File: config.mk
export PLATFORM = sky130hd
export DESIGN_NAME = regfile_pipe
export DESIGN_NICKNAME = d
export VERILOG_FILES = /design/src/rtl/regfile_pkg.sv /design/src/rtl/regfile_row_p.sv /design/src/rtl/regfile_pipe.sv
export SDC_FILE = /design/constraint.sdc
export NUM_CORES = 1
export LEC_CHECK = 0
export CAP_MARGIN = 10
export CORE_UTILIZATION = 60
export CTS_BUF_LIST = sky130_fd_sc_hd__clkbuf_4
export DETAILED_ROUTE_END_ITERATION = 6
export PLACE_DENSITY = 0.91
export RECOVER_POWER = 50
export SLEW_MARGIN = 40
export SYNTH_ARGS = -nofsm -noshare
export SYNTH_HDL_FRONTEND = slang
export SYNTH_HIERARCHICAL = 1
export SYNTH_SLANG_ARGS = --single-unit
export TNS_END_PERCENT = 50
File: constraint.sdc
create_clock -name CLK -period 4.3 [get_ports CLK]
set_input_delay 0.86 -clock CLK [delete_from_list [all_inputs] [get_ports CLK]]
set_output_delay 0.86 -clock CLK [all_outputs]
set_load 0.01 [all_outputs]
File: src/rtl/regfile_pkg.sv
// Shared constants for the parametrised register file: default geometry,
// address-width derivation and the value rows take on reset.
package regfile_pkg;

   localparam int DEF_WIDTH = 13;
   localparam int DEF_DEPTH = 8;
   localparam int RST_VAL   = 0;

   // A depth of one would give $clog2 == 0, so keep at least one address bit
   function automatic int calc_aw(input int depth);
      return (depth > 1) ? $clog2(depth) : 1;
   endfunction

endpackage

File: src/rtl/regfile_row_p.sv
// One storage row of the register file: a WIDTH-bit register with
// synchronous clear and load enable.
module regfile_row_p
   import regfile_pkg::*;
#(
   parameter int WIDTH = DEF_WIDTH
) (
   input  logic             clock,
   input  logic             reset,
   input  logic             ld,
   input  logic [WIDTH-1:0] d,
   output logic [WIDTH-1:0] q
);

   always_ff @(posedge clock) begin
      if (reset)
         q <= WIDTH'(RST_VAL);
      else if (ld)
         q <= d;
   end

endmodule

File: src/rtl/regfile_pipe.sv
// Register file with two registered read ports, one write port and a pending
// scoreboard. Define REGFILE_PIPE_BYPASS_EN for write-through on the read ports.
module regfile_pipe
   import regfile_pkg::*;
#(
   parameter  int WIDTH = DEF_WIDTH,
   parameter  int DEPTH = DEF_DEPTH,
   localparam int AW    = calc_aw(DEPTH)
) (
   input  logic             CLK,
   input  logic             CLR,
   input  logic [AW-1:0]    RP,
   input  logic [AW-1:0]    RQ,
   input  logic [AW-1:0]    WA,
   input  logic [WIDTH-1:0] LD_DATA,
   input  logic             WR,
   input  logic             RSV,
   input  logic [AW-1:0]    RSV_A,
   output logic [WIDTH-1:0] DATAP,
   output logic [WIDTH-1:0] DATAQ,
   output logic             PENDP,
   output logic             PENDQ,
   output logic [AW:0]      PEND_CNT
);

   logic [WIDTH-1:0] row_q [DEPTH];
   logic [DEPTH-1:0] wr_dec;
   logic [DEPTH-1:0] rsv_dec;
   logic [DEPTH-1:0] pend;
   logic [DEPTH-1:0] pend_next;
   logic [AW:0]      cnt_next;
   logic [WIDTH-1:0] rd_data_p;
   logic [WIDTH-1:0] rd_data_q;
   logic             rd_pend_p;
   logic             rd_pend_q;

   // Addresses at or beyond DEPTH never match a row, so they fall out as no-ops
   always_comb begin
      wr_dec  = '0;
      rsv_dec = '0;
      for (int i = 0; i < DEPTH; i++) begin
         wr_dec[i]  = WR  && (WA    == AW'(i));
         rsv_dec[i] = RSV && (RSV_A == AW'(i));
      end
   end

   for (genvar g = 0; g < DEPTH; g++) begin : g_row
      regfile_row_p #(.WIDTH(WIDTH)) u_row (
         .clock (CLK),
         .reset (CLR),
         .ld    (wr_dec[g]),
         .d     (LD_DATA),
         .q     (row_q[g])
      );
   end

   // Reserve is applied after the write clear so a new producer supersedes
   always_comb begin
      pend_next = pend;
      cnt_next  = '0;
      for (int i = 0; i < DEPTH; i++) begin
         if (wr_dec[i])
            pend_next[i] = 1'b0;
         if (rsv_dec[i])
            pend_next[i] = 1'b1;
      end
      for (int i = 0; i < DEPTH; i++)
         cnt_next = cnt_next + {{AW{1'b0}}, pend_next[i]};
   end

   always_comb begin
      rd_data_p = '0;
      rd_data_q = '0;
      rd_pend_p = 1'b0;
      rd_pend_q = 1'b0;
      for (int i = 0; i < DEPTH; i++) begin
         if (RP == AW'(i)) begin
`ifdef REGFILE_PIPE_BYPASS_EN
            rd_data_p = wr_dec[i] ? LD_DATA : row_q[i];
`else
            rd_data_p = row_q[i];
`endif
            rd_pend_p = pend_next[i];
         end
         if (RQ == AW'(i)) begin
`ifdef REGFILE_PIPE_BYPASS_EN
            rd_data_q = wr_dec[i] ? LD_DATA : row_q[i];
`else
            rd_data_q = row_q[i];
`endif
            rd_pend_q = pend_next[i];
         end
      end
   end

   always_ff @(posedge CLK) begin
      if (CLR) begin
         pend     <= '0;
         PEND_CNT <= '0;
         DATAP    <= WIDTH'(RST_VAL);
         DATAQ    <= WIDTH'(RST_VAL);
         PENDP    <= 1'b0;
         PENDQ    <= 1'b0;
      end else begin
         pend     <= pend_next;
         PEND_CNT <= cnt_next;
         DATAP    <= rd_data_p;
         DATAQ    <= rd_data_q;
         PENDP    <= rd_pend_p;
         PENDQ    <= rd_pend_q;
      end
   end

endmodule

==> flow_summary.yaml, run 1 <==
cts:
  clk_latency_ns: 0.57
  path_clk_slew_ns: 0.12
  cts_resized: 0
  numCtsBuffers: 17
  post-cts-setup-buffers: 0
  clkSinkCount: 144
  cts_tree: "built"
  clockBufferDepth: 2
  h-tree-depth: 4
  cts-root-buf: "clkbuf_4"
  holdBufCountCts: 0
detailed_routing:
  vias: 6359
  first_pass_iters: 6
  finalWirelength_um: 19730
  drt_iter0_drc: 922
  dr_wl_met3_um: 2137
  drc: 0
  ant_nets: 0
  wl_per_cell_um: 20.51
  highest_layer: "met4"
  viasPerCell: 6.610
  met1Wirelength_um: 7360
  wl_met2_um: 9191
power_and_ir_drop:
  power.total_uw: 2775
  powerDensity_mw_per_mm2: 347.9
  peakVddDrop_mv: 0.3158
  leakage_uw: 0.002890
grt:
  track_usage_pct: 32.81
  grt_overflow: 0
  grt_pass1_wl_um: 31550
  grt_pass1_vias: 6249
  grt_max_degree: 106
  antenna_found_initial: 0
floorplan:
  die-area_mm2: 0.01229
  row_count: 39
  initial_core_util_pct: 62.00
  die_h_um: 110.9
  ios: 61
  core-area_mm2: 0.01147
  die_w_um: 110.9
synth:
  ys_warn_count: 6
  synthDistinctLibCells: 55
  syn_inst: 753
  synth_top_flop_cell: "dfxtp_1"
  synth.cell_area_mm2: 0.007109
  synth_nets: 789
  seq_area_frac_synth_pct: 40.55
  synth_edf_count: 0
  syn_area_per_cell_um2: 9.441
  ys_ff_latch: 144
  synthArstFlopShare_pct: 0
cells_and_area:
  area_growth_pct: 12.18
  nFillCells: 773
  regArea_mm2: 0.002883
  nNetsFinal: 842
  final_layout_size_suffix_gt1_share_pct: 10.50
  antenna_cells: 0
  multi_input_area_mm2: 0.003690
sta:
  fin_crit_ns: 3.972
  post-route-period-util_pct: 92.36
  fin_ws_ns: 0.3284
  maxSlewViolCount: 41
  clock_skew_ns: 0.01247
  rsz0062_at_grt: "no"
  whs_ns: 0.5277
  setup_viol: 0
  maxClockFrequency_mhz: 251.8
  worst_pin_slew_ns: 2.005
  slew-limit-headroom_pct: -33.66
  final_hold_viol_count: 0
worst_setup_path:
  cp_slowest_cell: "dlygate4sd3_1"
  start_kind: "input pin"
  crit_type: "input pin to flip-flop"
  crit_fanout: 6
  critPathRequiredTime_ns: 4.75
  ff2ff_setup_slack_ns: 1.21
  end_kind: "flip-flop"
  crit_chain: "dlygate4sd3_1, and4bb_1, a2bb2oi_2, inv_1, fa_1, fa_1, inv_1, fa_1, inv_1, ha_1, inv_1, fa_1, xor2_1, nor2_1"
  arrival_ns: 4.42
  crit_path_max_incr_delay_ns: 0.64
place:
  routabilityCongestion: 0.8686
  hpwl_um: 12720
  dp_slack_ns: -0.1285
  port_buffers: 60
run:
  cap_viol_max_count: 1
hold_path:
  hp-class: "flip-flop to flip-flop"
outcome:
  outcome: "finished, violations left"
  violations: "capacitance limit, slew limit"
-- placed cells by master, fill, tap and decap left out, types with 5 or more instances in the layout --
cell type        Yosys  routed
clkbuf_4             0      19
dfxtp_1            144     144
clkbuf_1            24       9
a22o_1              11      11
mux2i_1            107     107
inv_1               19      18
o21ai_0             38      40
clkdlybuf4s50_1      0      53
mux4_2              17      17
nand3_1             16      16
nor3b_1              8       8
nand2_1             49      49
buf_4                2      24
o22ai_1             11      12
a21oi_1             34      34
a2111oi_1           10      10
nor2b_1             15      15
a211oi_1             5       5
nor3_1              16      16
nor2_1             139     139
-- worst max-delay path, delay by kind of cell --
kind,cells,cell delay [ns]
buffers and inverters,5,0.91
AND/OR/NAND/NOR,2,0.39
AO/OA/AOI/OAI,1,0.18
adder cells (fa/ha/maj),5,1.93
XOR/XNOR,1,0.16
-- Yosys cell counts (2+ instances only) --
| cell type | count | share of area [%] |
|---|---|---|
| dfxtp_1 | 144 | 41 |
| nor2_1 | 139 | 7.3 |
| mux2i_1 | 107 | 15 |
| nand2_1 | 49 | 2.6 |
| o21ai_0 | 38 | 2.7 |
| a21oi_1 | 34 | 2.4 |
| clkbuf_1 | 24 | 1.3 |
| inv_1 | 19 | 1.0 |
| mux4_2 | 17 | 5.4 |
| nand3_1 | 16 | 1.1 |
| nor3_1 | 16 | 1.1 |
| nor2b_1 | 15 | 1.3 |
| a22o_1 | 11 | 1.4 |
| buf_6 | 11 | 1.7 |
| o22ai_1 | 11 | 0.97 |
| a2111oi_1 | 10 | 1.4 |
| buf_2 | 10 | 0.70 |
| buf_12 | 8 | 2.3 |
| nor3b_1 | 8 | 0.84 |
| a211oi_1 | 5 | 0.53 |
| buf_1 | 5 | 0.26 |
| a221oi_1 | 4 | 0.49 |
| fa_1 | 4 | 1.1 |
| nand3b_1 | 4 | 0.42 |
| ha_1 | 3 | 0.53 |
| nand2b_1 | 3 | 0.26 |
| o21ai_1 | 3 | 0.21 |
| a2bb2oi_1 | 2 | 0.25 |
| and2_1 | 2 | 0.18 |
| and2b_2 | 2 | 0.25 |
| and4bb_1 | 2 | 0.35 |
| buf_4 | 2 | 0.21 |
| nand4b_1 | 2 | 0.25 |
| o2bb2ai_1 | 2 | 0.25 |
-- metal layers --
metal	track usage (%)	up-vias
li1	-	2763
met1	40.46	2979
met2	51.88	494
met3	8.037	123
met4	19.91	0
met5	0	-
-- sequential cells by signal, indices dropped and copies added, names as in the netlist --
| name | cells |
|---|---|
| PEND_CNT | 4 |
| g_row.u_row/q | 104 |
| DATAQ | 13 |
| DATAP | 13 |
| PENDP | 1 |
| pend | 8 |
| PENDQ | 1 |
-- path summary, 6_finish.rpt --
check | cells after the start | to | startpoint
max | 14 | PEND_CNT[2]$_SDFF_PP0_ | WA[1]
min | 2 | DATAQ[5]$_SDFF_PP0_ | g_row[7].u_row/q[5]$_SDFFE_PP0P_
max reg2reg | 12 | PEND_CNT[2]$_SDFF_PP0_ | pend[0]$_SDFF_PP0_
min reg2reg | 2 | DATAQ[5]$_SDFF_PP0_ | g_row[7].u_row/q[5]$_SDFFE_PP0P_
-- power by group --
| group | switching, uW | total, uW | internal [uW] |
|---|---|---|---|
| sequential | 23.2 | 1400 | 1370 |
| combinational | 221 | 380 | 159 |
| clock | 527 | 997 | 470 |
-- cells by family (layout without fill, tap and decap cells) --
| family | after synthesis | after routing | share of synthesized area [%] |
|---|---|---|---|
| simple gates | 266 | 266 | 17.25 |
| xor+xnor | 1 | 1 | 0.1232 |
| compound gates | 131 | 131 | 12.37 |
| buf+inv | 79 | 145 | 7.445 |
| flops | 144 | 144 | 40.55 |
| fa+ha+maj | 7 | 7 | 1.654 |
| mux | 125 | 125 | 20.61 |
-- through the flow --
stage	TNS, ns	instance area, um2	cells	util, %
final	0	7975	962	69.55
after global routing	0	7975	962	69.55
after CTS	0	8023	962	69.96
after detailed placement	-0.2036	7686	930	67.03
after global placement	-0.01985	7682	930	66.99
after floorplan	0	7109	753	-
-- final cells by class --
| cell class | count | area share (%) |
|---|---|---|
| Clock inverter | 15 | 2.620 |
| Multi-Input combinational cell | 530 | 46.27 |
| Clock buffer | 17 | 1.600 |
| Tap cell | 143 | 2.243 |
| Sequential cell | 144 | 36.15 |
| Timing Repair Buffer | 94 | 10.23 |
| Inverter | 19 | 0.8943 |
No activity file was read; power rests on OpenSTA's default activity.
==> inputs of run 2 (changes only) <==
--- a/config.mk
+++ b/config.mk
@@ -5,7 +5,6 @@
 export SDC_FILE = /design/constraint.sdc
 export NUM_CORES = 1
 export LEC_CHECK = 0
-export CAP_MARGIN = 10
 export CORE_UTILIZATION = 60
 export CTS_BUF_LIST = sky130_fd_sc_hd__clkbuf_4
 export DETAILED_ROUTE_END_ITERATION = 6
==> results of run 2 <==
No change in the layout: final DEF, timing and power equal those of run 1.
